**src/rtl/gmii_arb_pkg.sv**
```systemverilog
// Shared types and constants for the GMII transmit arbiter.
package gmii_arb_pkg;
    typedef enum logic [2:0] {IDLE, PREAMBLE, TAG, DATA, DRAIN, IFG} arb_state_t;

    localparam logic [7:0] PREAMBLE_BYTE = 8'h55;
    localparam logic [7:0] SFD_BYTE      = 8'hD5;
    localparam int         PREAMBLE_LEN  = 8;
endpackage

```
**src/rtl/gmii_nport_tx_arbiter_rr_arbiter.sv**
```systemverilog
// Round-robin picker: first request at or after i_ptr; purely combinational, 0 latency.
// No backpressure of its own; the caller decides when the grant is consumed.
module rr_arbiter #(
    parameter int PORT_NUM = 4,
    parameter int IDX_W    = (PORT_NUM > 1) ? $clog2(PORT_NUM) : 1
) (
    input  logic [PORT_NUM-1:0] iv_req,
    input  logic [IDX_W-1:0]    iv_ptr,
    output logic [PORT_NUM-1:0] ov_grant,
    output logic [IDX_W-1:0]    ov_idx,
    output logic                o_any
);
    logic [PORT_NUM-1:0] w_rot;

    // Rotate so that bit 0 is the port the search starts from.
    assign w_rot = PORT_NUM'({iv_req, iv_req} >> iv_ptr);

    always_comb begin
        ov_idx = '0;
        o_any  = 1'b0;
        for (int j = PORT_NUM - 1; j >= 0; j--) begin
            if (w_rot[j]) begin
                ov_idx = IDX_W'((int'(iv_ptr) + j) % PORT_NUM);
                o_any  = 1'b1;
            end
        end
        ov_grant = o_any ? (PORT_NUM'(1) << ov_idx) : '0;
    end
endmodule

```
**src/rtl/gmii_nport_tx_arbiter.sv**
```systemverilog
// N-port to GMII TX merger: preamble/SFD insertion, IFG, abort on underrun/over-length; data 1 cycle.
// Ready only to the granted port in DATA/DRAIN. Optional GMII_ARB_PORT_TAG_EN adds a port-tag byte.
module gmii_nport_tx_arbiter
    import gmii_arb_pkg::*;
#(
    parameter int PORT_NUM        = 4,
    parameter int IFG_BYTES       = 12,
    parameter int MAX_FRAME_BYTES = 1522,
    parameter int CNT_WIDTH       = 32
) (
    input  logic                           i_clk,
    input  logic                           i_rst,
    input  logic [PORT_NUM-1:0]            iv_port_valid,
    input  logic [PORT_NUM*8-1:0]          iv_port_data,
    input  logic [PORT_NUM-1:0]            iv_port_last,
    output logic [PORT_NUM-1:0]            ov_port_ready,
    output logic [7:0]                     ov_gmii_txd,
    output logic                           o_gmii_tx_en,
    output logic                           o_gmii_tx_er,
    output logic [$clog2(PORT_NUM)-1:0]    ov_cur_port,
    output logic                           o_frame_done,
    output logic                           o_abort_pulse,
    output logic [CNT_WIDTH-1:0]           ov_frame_cnt,
    output logic [CNT_WIDTH-1:0]           ov_abort_cnt
);
    localparam int IDX_W    = $clog2(PORT_NUM);
    localparam int PRE_W    = $clog2(PREAMBLE_LEN);
    localparam int BCNT_W   = $clog2(MAX_FRAME_BYTES + 1);
    localparam int GAP_W    = $clog2(IFG_BYTES + 2);
    // Two zero cycles are implicit: the IDLE grant cycle and the PREAMBLE output register.
    localparam int GAP_EXIT = (IFG_BYTES > 2) ? IFG_BYTES - 2 : 0;

    arb_state_t          r_state, w_state_nxt;
    logic [PRE_W-1:0]    r_pre_cnt, w_pre_cnt_nxt;
    logic [BCNT_W-1:0]   r_byte_cnt, w_byte_cnt_nxt;
    logic [GAP_W-1:0]    r_gap, w_gap_nxt;
    logic [IDX_W-1:0]    r_ptr, w_ptr_nxt, r_cur, w_cur_nxt;
    logic [PORT_NUM-1:0] r_grant, w_grant_nxt;
    logic [7:0]          r_txd, w_txd;
    logic                r_en, w_en, r_er, w_er, r_done, w_done, r_abort, w_abort;
    logic [CNT_WIDTH-1:0] r_frame_cnt, r_abort_cnt;

    logic [PORT_NUM-1:0] w_grant;
    logic [IDX_W-1:0]    w_gnt_idx;
    logic                w_any, w_sel_valid, w_sel_last;
    logic [7:0]          w_sel_data;

    rr_arbiter #(.PORT_NUM(PORT_NUM), .IDX_W(IDX_W)) u_rr (
        .iv_req   (iv_port_valid),
        .iv_ptr   (r_ptr),
        .ov_grant (w_grant),
        .ov_idx   (w_gnt_idx),
        .o_any    (w_any)
    );

    assign w_sel_valid   = |(iv_port_valid & r_grant);
    assign w_sel_last    = |(iv_port_last & r_grant);
    assign w_sel_data    = 8'(iv_port_data >> {r_cur, 3'b000});
    assign ov_port_ready = (r_state == DATA || r_state == DRAIN) ? r_grant : '0;

    always_comb begin
        w_state_nxt    = r_state;
        w_pre_cnt_nxt  = r_pre_cnt;
        w_byte_cnt_nxt = r_byte_cnt;
        w_gap_nxt      = r_gap;
        w_ptr_nxt      = r_ptr;
        w_cur_nxt      = r_cur;
        w_grant_nxt    = r_grant;
        w_txd          = 8'h00;
        w_en           = 1'b0;
        w_er           = 1'b0;
        w_done         = 1'b0;
        w_abort        = 1'b0;
        case (r_state)
            IDLE: begin
                if (w_any) begin
                    w_grant_nxt   = w_grant;
                    w_cur_nxt     = w_gnt_idx;
                    w_ptr_nxt     = (w_gnt_idx == IDX_W'(PORT_NUM - 1)) ? '0 : w_gnt_idx + 1'b1;
                    w_pre_cnt_nxt = '0;
                    w_state_nxt   = PREAMBLE;
                end
            end
            PREAMBLE: begin
                w_en           = 1'b1;
                w_byte_cnt_nxt = '0;
                w_pre_cnt_nxt  = r_pre_cnt + 1'b1;
                if (r_pre_cnt == PRE_W'(PREAMBLE_LEN - 1)) begin
                    w_txd = SFD_BYTE;
`ifdef GMII_ARB_PORT_TAG_EN
                    w_state_nxt = TAG;
`else
                    w_state_nxt = DATA;
`endif
                end else begin
                    w_txd = PREAMBLE_BYTE;
                end
            end
            TAG: begin
                w_en        = 1'b1;
                w_txd       = 8'(r_cur);
                w_state_nxt = DATA;
            end
            DATA: begin
                w_en = 1'b1;
                if (!w_sel_valid) begin
                    w_er        = 1'b1;
                    w_abort     = 1'b1;
                    w_gap_nxt   = '0;
                    w_state_nxt = DRAIN;
                end else if (r_byte_cnt == BCNT_W'(MAX_FRAME_BYTES)) begin
                    w_txd       = w_sel_data;
                    w_er        = 1'b1;
                    w_abort     = 1'b1;
                    w_gap_nxt   = '0;
                    w_state_nxt = w_sel_last ? IFG : DRAIN;
                end else begin
                    w_txd          = w_sel_data;
                    w_byte_cnt_nxt = r_byte_cnt + 1'b1;
                    if (w_sel_last) begin
                        w_done      = 1'b1;
                        w_gap_nxt   = '0;
                        w_state_nxt = IFG;
                    end
                end
            end
            DRAIN: begin
                if (r_gap < GAP_W'(GAP_EXIT)) w_gap_nxt = r_gap + 1'b1;
                if (w_sel_valid && w_sel_last) w_state_nxt = IFG;
            end
            IFG: begin
                if (r_gap >= GAP_W'(GAP_EXIT)) w_state_nxt = IDLE;
                else                           w_gap_nxt   = r_gap + 1'b1;
            end
            default: w_state_nxt = IDLE;
        endcase
    end

    always_ff @(posedge i_clk) begin
        if (i_rst) begin
            r_state     <= IDLE;
            r_pre_cnt   <= '0;
            r_byte_cnt  <= '0;
            r_gap       <= '0;
            r_ptr       <= '0;
            r_cur       <= '0;
            r_grant     <= '0;
            r_txd       <= '0;
            r_en        <= 1'b0;
            r_er        <= 1'b0;
            r_done      <= 1'b0;
            r_abort     <= 1'b0;
            r_frame_cnt <= '0;
            r_abort_cnt <= '0;
        end else begin
            r_state    <= w_state_nxt;
            r_pre_cnt  <= w_pre_cnt_nxt;
            r_byte_cnt <= w_byte_cnt_nxt;
            r_gap      <= w_gap_nxt;
            r_ptr      <= w_ptr_nxt;
            r_cur      <= w_cur_nxt;
            r_grant    <= w_grant_nxt;
            r_txd      <= w_txd;
            r_en       <= w_en;
            r_er       <= w_er;
            r_done     <= w_done;
            r_abort    <= w_abort;
            if (w_done)  r_frame_cnt <= r_frame_cnt + 1'b1;
            if (w_abort) r_abort_cnt <= r_abort_cnt + 1'b1;
        end
    end

    assign ov_gmii_txd   = r_txd;
    assign o_gmii_tx_en  = r_en;
    assign o_gmii_tx_er  = r_er;
    assign ov_cur_port   = r_cur;
    assign o_frame_done  = r_done;
    assign o_abort_pulse = r_abort;
    assign ov_frame_cnt  = r_frame_cnt;
    assign ov_abort_cnt  = r_abort_cnt;
endmodule
```
**config.mk**
```make
export PLATFORM = sky130hd
export DESIGN_NAME = gmii_nport_tx_arbiter
export DESIGN_NICKNAME = d
export VERILOG_FILES = /design/src/rtl/gmii_arb_pkg.sv /design/src/rtl/gmii_nport_tx_arbiter_rr_arbiter.sv /design/src/rtl/gmii_nport_tx_arbiter.sv
export SDC_FILE = /design/constraint.sdc
export NUM_CORES = 1
export LEC_CHECK = 0
export BUFFER_PORTS_ARGS = -buffer_cell sky130_fd_sc_hd__buf_2
export CORE_MARGIN = 2
export CORE_UTILIZATION = 41
export DETAILED_ROUTE_END_ITERATION = 6
export SETUP_SLACK_MARGIN = 0.4
export SLEW_MARGIN = 20
export SYNTH_ARGS = -nofsm -noshare
export SYNTH_HDL_FRONTEND = slang
export SYNTH_SLANG_ARGS = --single-unit
```
**constraint.sdc**
```tcl
create_clock -name i_clk -period 3.7 [get_ports i_clk]
set_clock_uncertainty 0.05 [all_clocks]
set_input_delay 0.185 -clock i_clk [delete_from_list [all_inputs] [get_ports i_clk]]
set_output_delay 0.185 -clock i_clk [all_outputs]
set_load 0.05 [all_outputs]
```
==> impl_metrics.json, run 1 <==
{
  "h-tree-depth": 3,
  "routed_wirelength_microns": 13300,
  "postSynthNetCount": 676,
  "hp-class": "in -> reg",
  "leakagePower_nw": 2.49,
  "drt_first_pass_iters": 5,
  "seqCellArea_sq_mm": 0.00208,
  "place.gp.congestion": 0.829,
  "max_stage_delay_ps": 750,
  "crit_buf_inv": 0,
  "post_synth.cell_area_avg_sq_um": 8.42,
  "gr-max-usage-layer": "met2",
  "synth-edff-count": 0,
  "hold_violations": 0,
  "crit_required_ps": 3940,
  "critPathSlowestCell": "dfxtp_1",
  "setup_viol": 0,
  "drcViolationCount": 0,
  "numCtsBuffers": 9,
  "die_x_microns": 117,
  "hold_buffers": 0,
  "drt-initial-drc-count": 238,
  "chipHeight_microns": 117,
  "port_buffers": 123,
  "synth_cell_types": 55,
  "clk_pin_slew_ps": 70,
  "yosys_register_bits": 104,
  "cts.sinks": 104,
  "gr-usage-met1": 0.250,
  "grt_pass1_vias": 4517,
  "grt_max_degree": 45,
  "tns_ps": 0,
  "synth_ff_type": "dfxtp_1",
  "dp_hpwl_microns": 9570,
  "multiInputGateArea_sq_mm": 0.00295,
  "use_met3": 0.0515,
  "antenna_found_initial": 0,
  "io_pins": 124,
  "ir_drop_uv": 238,
  "grt_usage": 0.197,
  "min_period_over_period": 0.778,
  "crit_fanout": 21,
  "drtAntennaViolNets": 0,
  "critical-path-top-delay-family": "simple AND/OR/NAND/NOR gates",
  "fin_nets": 788,
  "area_growth_pct": 20.3,
  "drive_gt1_frac": 0.220,
  "timing.final.max_slew_violations": 0,
  "yosysWarnings": 0,
  "num_vias": 5018,
  "wl_per_cell_microns": 14.6,
  "tightest_slew_ps": 1010,
  "worstSetupStartpointType": "register",
  "worstSkewPairLatency_ps": 360,
  "n_antenna_cell": 0,
  "end_kind": "register",
  "n_fill_cell": 1192,
  "core_area_sq_mm": 0.0126,
  "grt_overflow": 0,
  "initial_core_util": 0.417,
  "async_flop_share": 0,
  "finalHoldWorstSlack_ps": 245,
  "setup.worst_path.class": "reg -> reg",
  "fin_crit_ps": 2880,
  "use_met2": 0.326,
  "synthCells": 622,
  "power.density_mw_per_mm2": 464,
  "critPathArrivalTime_ps": 3110,
  "maxCapViolCount": 0,
  "rsz0062_at_grt": "false",
  "fmax_ghz": 0.348,
  "slew-limit-headroom": 0.320,
  "clockBufferDepth": 2,
  "cts-root-buf": "clkbuf_16",
  "status": "finished clean",
  "dieArea_sq_mm": 0.0137,
  "viasPerCell": 5.51,
  "fp-row-count": 41,
  "grt_pass1_wl_microns": 21500,
  "ys_seq_area_frac": 0.397,
  "tritoncts": "built",
  "mappedNetlistArea_sq_mm": 0.00524,
  "crit_chain": "nand3b_4 -> nor4_2 -> nand4_1 -> or4_1 -> a21oi_1"
}
worst paths after layout:
path,cells past startpoint,startpoint,end,slack [ps]
hold / removal,4,iv_port_data[0],ov_gmii_txd[0]$_SDFF_PP0_,240
setup / recovery,5,r_state[1]$_SDFFE_PP0P_,ov_frame_cnt[24]$_SDFFE_PP0P_,820
hold reg to reg,2,r_ptr[0]$_SDFFE_PP0P_,r_ptr[0]$_SDFFE_PP0P_,430
setup reg to reg,5,r_state[1]$_SDFFE_PP0P_,ov_frame_cnt[24]$_SDFFE_PP0P_,820
tightest hold or removal path, cell delays in order:
cell     delay, ps
buf_2           70
mux4_2         220
a21oi_1         60
nor2_1          70
stage by stage:
stage	std cells	cell area, sq um	util	total power, mW	worst slack, ps
detailed placement	890	5980	0.476	2.00	728
global route	910	6300	0.502	3.07	583
CTS	905	6270	0.499	2.94	710
finish	910	6300	0.502	2.92	823
floorplan	622	5240	-	1.83	1290
global placement	890	5980	0.476	1.98	863
kinds of logic after synthesis:
| group | Yosys count | synth area share |
|---|---|---|
| compound gates | 146 | 0.171 |
| flops | 104 | 0.397 |
| simple gates | 260 | 0.263 |
| xor+xnor | 34 | 0.0568 |
| fa+ha+maj | 12 | 0.0287 |
| mux | 13 | 0.0439 |
| buf+inv | 53 | 0.0389 |
repair_timing:
action	in CTS	in global routing
setup buffers	0	5
endpoints found under the setup margin	0	2
gates resized for setup	0	0
routing by layer:
layer / up-vias / part of all wire
met3: 13 / 0.059
met4: 0 / 0.015
li1: 2495 / -
met5: - / 0
met2: 152 / 0.47
met1: 2358 / 0.46
Yosys cell counts (3+ instances only):
cell       number  area [sq um]
o211ai_1        5          37.5
and3_1          7          43.8
xnor2_1        15           131
nor3_1          4          20.0
a2111oi_0       7          61.3
o21ai_0        32           160
ha_1           12           150
and4_1          5          43.8
dfxtp_1       104          2080
mux4_2          8           180
or4_1          10          75.1
xor2_1         19           166
a22oi_1         5          37.5
nand4_1        29           181
o31ai_1         8          60.1
nor2_1         63           236
nand3_1        26           130
a21oi_1        66           330
nand2b_1        6          37.5
nor4_1          5          31.3
or3_1          33           206
nand2_1        52           195
inv_1          21          78.8
nor2b_1         6          37.5
clkbuf_1       28           105
and2_1          4          25.0
a211oi_1        3          22.5
mux2i_1         5          50.1
cells in the final DEF, fill, tap and decap left out, drive strengths merged, types with 5 or more instances in the layout:
cell type / count
o211ai: 5
nor4: 6
clkbuf: 11
mux2i: 5
inv: 21
a21oi: 66
a2111oi: 7
nand2: 52
mux4: 8
ha: 12
xnor2: 15
nand2b: 6
nor2b: 6
dfxtp: 104
nor2: 63
buf: 132
nand3: 26
or4: 10
a22oi: 7
and4: 5
o21ai: 32
or3: 33
xor2: 19
nand4: 30
and3: 7
o31ai: 8
flip-flops by register name (all words and copies together), names as in the netlist:
register / flops
r_pre_cnt: 3
ov_gmii_txd: 8
ov_cur_port: 2
ov_abort_cnt: 32
o_frame_done: 1
r_byte_cnt: 11
r_ptr: 2
o_gmii_tx_en: 1
r_state: 3
r_gap: 4
r_grant: 4
o_abort_pulse: 1
ov_frame_cnt: 32
layout make-up:
cell class	instances	area share
Sequential cell	104	0.330
Timing Repair Buffer	132	0.108
Multi-Input combinational cell	465	0.468
Clock buffer	11	0.0385
Tap cell	172	0.0341
Inverter	22	0.0131
Clock inverter	4	0.00715
power breakdown:
part / leakage (nW) / switching [mW] / total, mW / internal (mW)
logic: 1.50 / 0.419 / 0.661 / 0.241
clock network: 0.145 / 0.415 / 0.950 / 0.536
registers: 0.840 / 0.124 / 1.31 / 1.19
Note: power is estimated with default switching activity, not from simulation.
==> inputs of run 2 (changes only) <==
--- a/config.mk
+++ b/config.mk
@@ -5,6 +5,7 @@
 export SDC_FILE = /design/constraint.sdc
 export NUM_CORES = 1
 export LEC_CHECK = 0
+export ABC_AREA = 1
 export BUFFER_PORTS_ARGS = -buffer_cell sky130_fd_sc_hd__buf_2
 export CORE_MARGIN = 2
 export CORE_UTILIZATION = 41
==> constraint.sdc (replaced) <==
create_clock -name i_clk -period 2.9 [get_ports i_clk]
set_clock_uncertainty 0.05 [all_clocks]
set_input_delay 0.145 -clock i_clk [delete_from_list [all_inputs] [get_ports i_clk]]
set_output_delay 0.145 -clock i_clk [all_outputs]
set_load 0.05 [all_outputs]
==> impl_metrics.json, run 2 <==
{
  "synthCells": 1054,
  "post_cts_buffers": 0,
  "crit_start": "r_byte_cnt[0]$_SDFFE_PP0P_",
  "yosysWarnings": 0,
  "synth_cell_types": 39,
  "dieArea_sq_mm": 0.0169,
  "r2r-start": "r_byte_cnt[0]$_SDFFE_PP0P_",
  "rsz0062_at_grt": "false",
  "numCtsBuffers": 9,
  "worstSetupStartpointType": "register",
  "tns_ps": 0,
  "layout_common_cells": "nand2_1 (385), nor2_1 (166), buf_2 (123)",
  "layout_commonest_cell": "nand2_1",
  "area_growth_pct": 15.2,
  "hold_violations": 0,
  "finalHoldWorstSlack_ps": 79.9,
  "drcViolationCount": 0,
  "mappedNetlistArea_sq_mm": 0.00651,
  "pre_cts_ws_ps": 766,
  "chipHeight_microns": 130,
  "hold_buffers": 0,
  "n_antenna_cell": 0,
  "post-place-cells": 1366,
  "routed_wirelength_microns": 17700,
  "synthTopCellsByCount": "nand2_1 (385), nor2_1 (166), dfxtp_1 (104), a21oi_1 (86), inv_1 (63)",
  "fp-row-count": 46,
  "crit_required_ps": 3090,
  "fin_nets": 1215,
  "drive_gt1_frac": 0.151,
  "hp-class": "in -> reg",
  "drtAntennaViolNets": 0,
  "synth-xor-area-share": 0.0350,
  "core_area_sq_mm": 0.0157,
  "synth_top_family_by_area": "simple AND/OR/NAND/NOR gates",
  "synthAdderAreaFrac": 0.0230,
  "yosys_register_bits": 104,
  "power.density_mw_per_mm2": 550,
  "synth_simple_gate_area_frac": 0.430,
  "die_x_microns": 130,
  "critPathSlowestCell": "nor2_4",
  "cpMostUsedCell": "nand2_1",
  "viasPerCell": 4.88,
  "synth_ff_type": "dfxtp_1",
  "end_kind": "register",
  "setup.worst_path.class": "reg -> reg",
  "worstSkewPairLatency_ps": 350,
  "max_stage_delay_ps": 440,
  "num_vias": 6742,
  "r2r_cells": 12,
  "critPathArrivalTime_ps": 2310,
  "drt_first_pass_iters": 5,
  "port_buffers": 123,
  "crit_chain": "inv_1 -> ha_1 -> nand2_1 -> nor2_2 -> nand3_4 -> nand2_4 -> nor2_4 -> nand2_1 -> nor2_1 -> nand2_1 -> nand2_1 -> nor2_1",
  "postSynthNetCount": 1108,
  "stdcell_count": 1382,
  "crit_fanout": 24,
  "holdPathStages": 3,
  "timing.final.max_slew_violations": 0,
  "synth-edff-count": 0,
  "tightest_slew_ps": 908,
  "maxCapViolCount": 0,
  "async_flop_share": 0,
  "initial_core_util": 0.415,
  "grt_max_degree": 76,
  "fmax_ghz": 0.473,
  "yosysMostFrequentCell": "nand2_1",
  "ir_drop_uv": 363,
  "synth_compound_area_frac": 0.118,
  "post_synth.cell_area_avg_sq_um": 6.18,
  "synth_top_area_frac": 0.320,
  "slew-limit-headroom": 0.391,
  "hold_start": "iv_port_data[27]",
  "fin_ws_ps": 787,
  "cts.repair.resized": 0,
  "grt_pass1_vias": 6113,
  "wl_per_cell_microns": 12.8,
  "synth.largest_area_cell": "dfxtp_1",
  "dp_hpwl_microns": 13200,
  "cts-root-buf": "clkbuf_16",
  "clockBufferDepth": 2,
  "min_period_over_period": 0.729,
  "power_mw": 4.12,
  "leakagePower_nw": 3.06,
  "synthMuxAreaShare": 0,
  "place.gp.congestion": 0.896,
  "grt_overflow": 0,
  "ys_seq_area_frac": 0.320,
  "antenna_found_initial": 0,
  "io_pins": 124,
  "setup_viol": 0,
  "status": "finished clean",
  "grt_pass1_wl_microns": 29400,
  "h-tree-depth": 3,
  "grt_usage": 0.216,
  "tritoncts": "built",
  "drt-initial-drc-count": 455,
  "fin_crit_ps": 2110,
  "clk_pin_slew_ps": 70,
  "synthTopCellsByArea": "dfxtp_1 (32%), nand2_1 (22%), nor2_1 (9.6%)",
  "cts.sinks": 104
}
## run 2: worst max-delay path: cells and delay by family, from the launching register on
family / cells / cell delay [ps]
simple gates: 10 / 1210
flops: 1 / 430
fa+ha+maj: 1 / 210
buf+inv: 1 / 90
## run 2: kinds of logic (layout without fill, tap and decap cells)
kind of cell               after synthesis  after routing
and+or+nand+nor                        663            663
AOI/OAI and AO/OA                      144            144
buffers and inverters                  105            217
DFF                                    104            104
xor gates and xnor gates                26             26
adders and majority gates               12             12
## run 2: through the flow
stage          utilization  area (sq um)
3_3_place_gp         0.461          7240
4_1_cts              0.478          7510
5_1_grt              0.478          7510
2_1_floorplan            -          6520
6_report             0.478          7510
3_5_place_dp         0.461          7240
## run 2: per-layer routing
layer,track usage,share of wire
met1,0.296,0.49
met3,0.0328,0.049
met2,0.345,0.44
met4,0.0765,0.019
met5,0,0
## run 2: power by group
| part | internal, mW | switching [mW] |
|---|---|---|
| clock | 0.605 | 0.553 |
| combinational | 0.381 | 0.943 |
| sequential | 1.53 | 0.113 |
## run 2: final cells by class
type                    instances  area (sq um)
clock buffers                  13           250
clock inverters                 3          17.5
fillers                      1697          8210
inverters                      71           269
multi-input cells             845          3950
flip-flops and latches        104          2080
well taps                     216           270
repair buffers                130           668
## run 2: path summary, 6_finish.rpt
path,end,slack [ps]
worst min-delay path,ov_gmii_txd[3]$_SDFF_PP0_,80
worst min register to register,r_pre_cnt[0]$_SDFFE_PP0P_,420
worst max-delay path,ov_frame_cnt[19]$_SDFFE_PP0P_,790
worst max register to register,ov_frame_cnt[19]$_SDFFE_PP0P_,790
==> inputs of run 3 (changes only) <==
==> constraint.sdc (replaced) <==
create_clock -name i_clk -period 1.98 [get_ports i_clk]
set_clock_uncertainty 0.05 [all_clocks]
set_input_delay 0.099 -clock i_clk [delete_from_list [all_inputs] [get_ports i_clk]]
set_output_delay 0.099 -clock i_clk [all_outputs]
set_load 0.05 [all_outputs]
==> impl_metrics.json, run 3 (synthesis results as in run 2) <==
{
  "ir_drop_uv": 624,
  "dieArea_sq_mm": 0.0169,
  "grt_max_degree": 37,
  "status": "finished clean",
  "viasPerCell": 5.01,
  "area_growth_pct": 44.1,
  "drt_first_pass_iters": 5,
  "grt_overflow": 0,
  "end_kind": "register",
  "slew-limit-headroom": 0.601,
  "min_period_over_period": 0.862,
  "io_pins": 124,
  "critPathArrivalTime_ps": 1950,
  "maxCapViolCount": 0,
  "drt-initial-drc-count": 400,
  "routed_wirelength_microns": 20800,
  "layout_common_cells": "nand2_1 (325), nor2_1 (144), buf_2 (119)",
  "drcViolationCount": 0,
  "max_stage_delay_ps": 390,
  "r2r_end": "r_ptr[0]$_SDFFE_PP0P_",
  "fmax_ghz": 0.586,
  "die_x_microns": 130,
  "r2r_slack_ps": 270,
  "timing.final.max_slew_violations": 0,
  "initial_core_util": 0.415,
  "port_buffers": 123,
  "n_fill_cell": 1455,
  "hold_buffers": 0,
  "holdPathEnd": "ov_gmii_txd[5]$_SDFF_PP0_",
  "rsz0062_at_grt": "true",
  "layout_commonest_cell": "nand2_1",
  "h-tree-depth": 3,
  "crit_required_ps": 2220,
  "chipHeight_microns": 130,
  "r2r-start": "r_ptr[0]$_SDFFE_PP0P_",
  "wl_per_cell_microns": 14.3,
  "drive_gt1_frac": 0.386,
  "antenna_found_initial": 0,
  "dp_hpwl_microns": 14100,
  "setup.worst_path.class": "reg -> reg",
  "fp-row-count": 46,
  "tns_ps": 0,
  "place.gp.congestion": 0.910,
  "grt_pass1_vias": 6060,
  "hold_start": "iv_port_data[13]",
  "n_antenna_cell": 0,
  "cts-root-buf": "clkbuf_16",
  "grt_usage": 0.226,
  "r2r_cells": 10,
  "num_vias": 7295,
  "crit_chain": "buf_6 -> xor2_2 -> o21ai_1 -> inv_1 -> nand2_2 -> nand2_4 -> ha_4 -> o21ai_2 -> nand2_1 -> a21oi_2",
  "fin_crit_ps": 1710,
  "cts.sinks": 104,
  "worstSetupStartpointType": "register",
  "setup_viol": 0,
  "tritoncts": "built",
  "drtAntennaViolNets": 0,
  "core_area_sq_mm": 0.0157,
  "tightest_slew_ps": 599,
  "numCtsBuffers": 9,
  "crit_fanout": 6,
  "power.density_mw_per_mm2": 813,
  "grt_pass1_wl_microns": 30400,
  "fin_nets": 1290,
  "clk_pin_slew_ps": 80,
  "hp-class": "in -> reg",
  "leakagePower_nw": 4.03,
  "worstSkewPairLatency_ps": 360,
  "finalHoldWorstSlack_ps": 26.3,
  "clockBufferDepth": 2,
  "holdPathStages": 3,
  "critPathSlowestCell": "dfxtp_4",
  "hold_violations": 0
}
## run 3: cell types whose count changed in the layout (fill, tap and decap cells not counted), sizes merged
cell / delta
buf: +71
clkinv: +3
clkinvlp: -1
nand2: +1
inv: +1
## run 3: critical path, delay by kind of cell (launching register included)
kind            cells  cell delay [ps]
flops               1              390
fa+ha+maj           1              170
buf+inv             2              220
xor+xnor            1              170
simple gates        3              250
compound gates      3              390
## run 3: area by class of cell
| cell class | instances | area [sq um] | share of cell area |
|---|---|---|---|
| Timing Repair Buffer | 204 | 1510 | 0.161 |
| Tap cell | 216 | 270 | 0.0288 |
| Clock inverter | 6 | 41.3 | 0.00440 |
| Clock buffer | 10 | 250 | 0.0267 |
| Inverter | 71 | 284 | 0.0303 |
| Sequential cell | 104 | 2180 | 0.232 |
| Multi-Input combinational cell | 846 | 4850 | 0.517 |
## run 3: stage by stage
stage	cells	total power [mW]	util	cell area, sq um	setup slack (ps)
2_1_floorplan	1054	4.11	-	6630	386
3_3_place_gp	1379	4.61	0.476	7480	175
3_5_place_dp	1379	4.60	0.476	7480	119
4_1_cts	1423	6.76	0.529	8310	331
5_1_grt	1457	8.06	0.598	9390	149
6_report	1457	7.63	0.598	9390	272
## run 3: worst max-delay path by stage
stage                                     from                             to  cells past startpoint
global placement    r_byte_cnt[0]$_SDFFE_PP0P_   ov_frame_cnt[4]$_SDFFE_PP0P_                     10
global route             r_ptr[0]$_SDFFE_PP0P_          r_ptr[0]$_SDFFE_PP0P_                     13
floorplan                r_ptr[0]$_SDFFE_PP0P_        r_grant[0]$_SDFFE_PP0P_                     13
finish                   r_ptr[0]$_SDFFE_PP0P_          r_ptr[0]$_SDFFE_PP0P_                     10
CTS                 r_byte_cnt[0]$_SDFFE_PP0P_  ov_frame_cnt[17]$_SDFFE_PP0P_                     11
detailed placement  r_byte_cnt[0]$_SDFFE_PP0P_   ov_frame_cnt[4]$_SDFFE_PP0P_                     10
## run 3: timing repair
item / 4_1_cts / 5_1_grt
setup endpoints to repair: 90 / 95
buffers inserted: 26 / 28
pin swaps: 28 / 71
gates resized for setup: 85 / 205
gates cloned: 2 / 6
## run 3: report_power, final
part | total, mW | switching [mW] | internal (mW)
sequential | 2.39 | 0.135 | 2.25
clock | 1.81 | 0.871 | 0.934
combinational | 3.44 | 2.11 | 1.33
## run 3: layer usage
metal | vias up | track usage | share of wire
met2 | 217 | 0.371 | 0.47
met1 | 3341 | 0.311 | 0.46
met3 | 24 | 0.0447 | 0.051
met4 | 0 | 0.0405 | 0.012
met5 | - | 0 | 0
li1 | 3713 | - | -
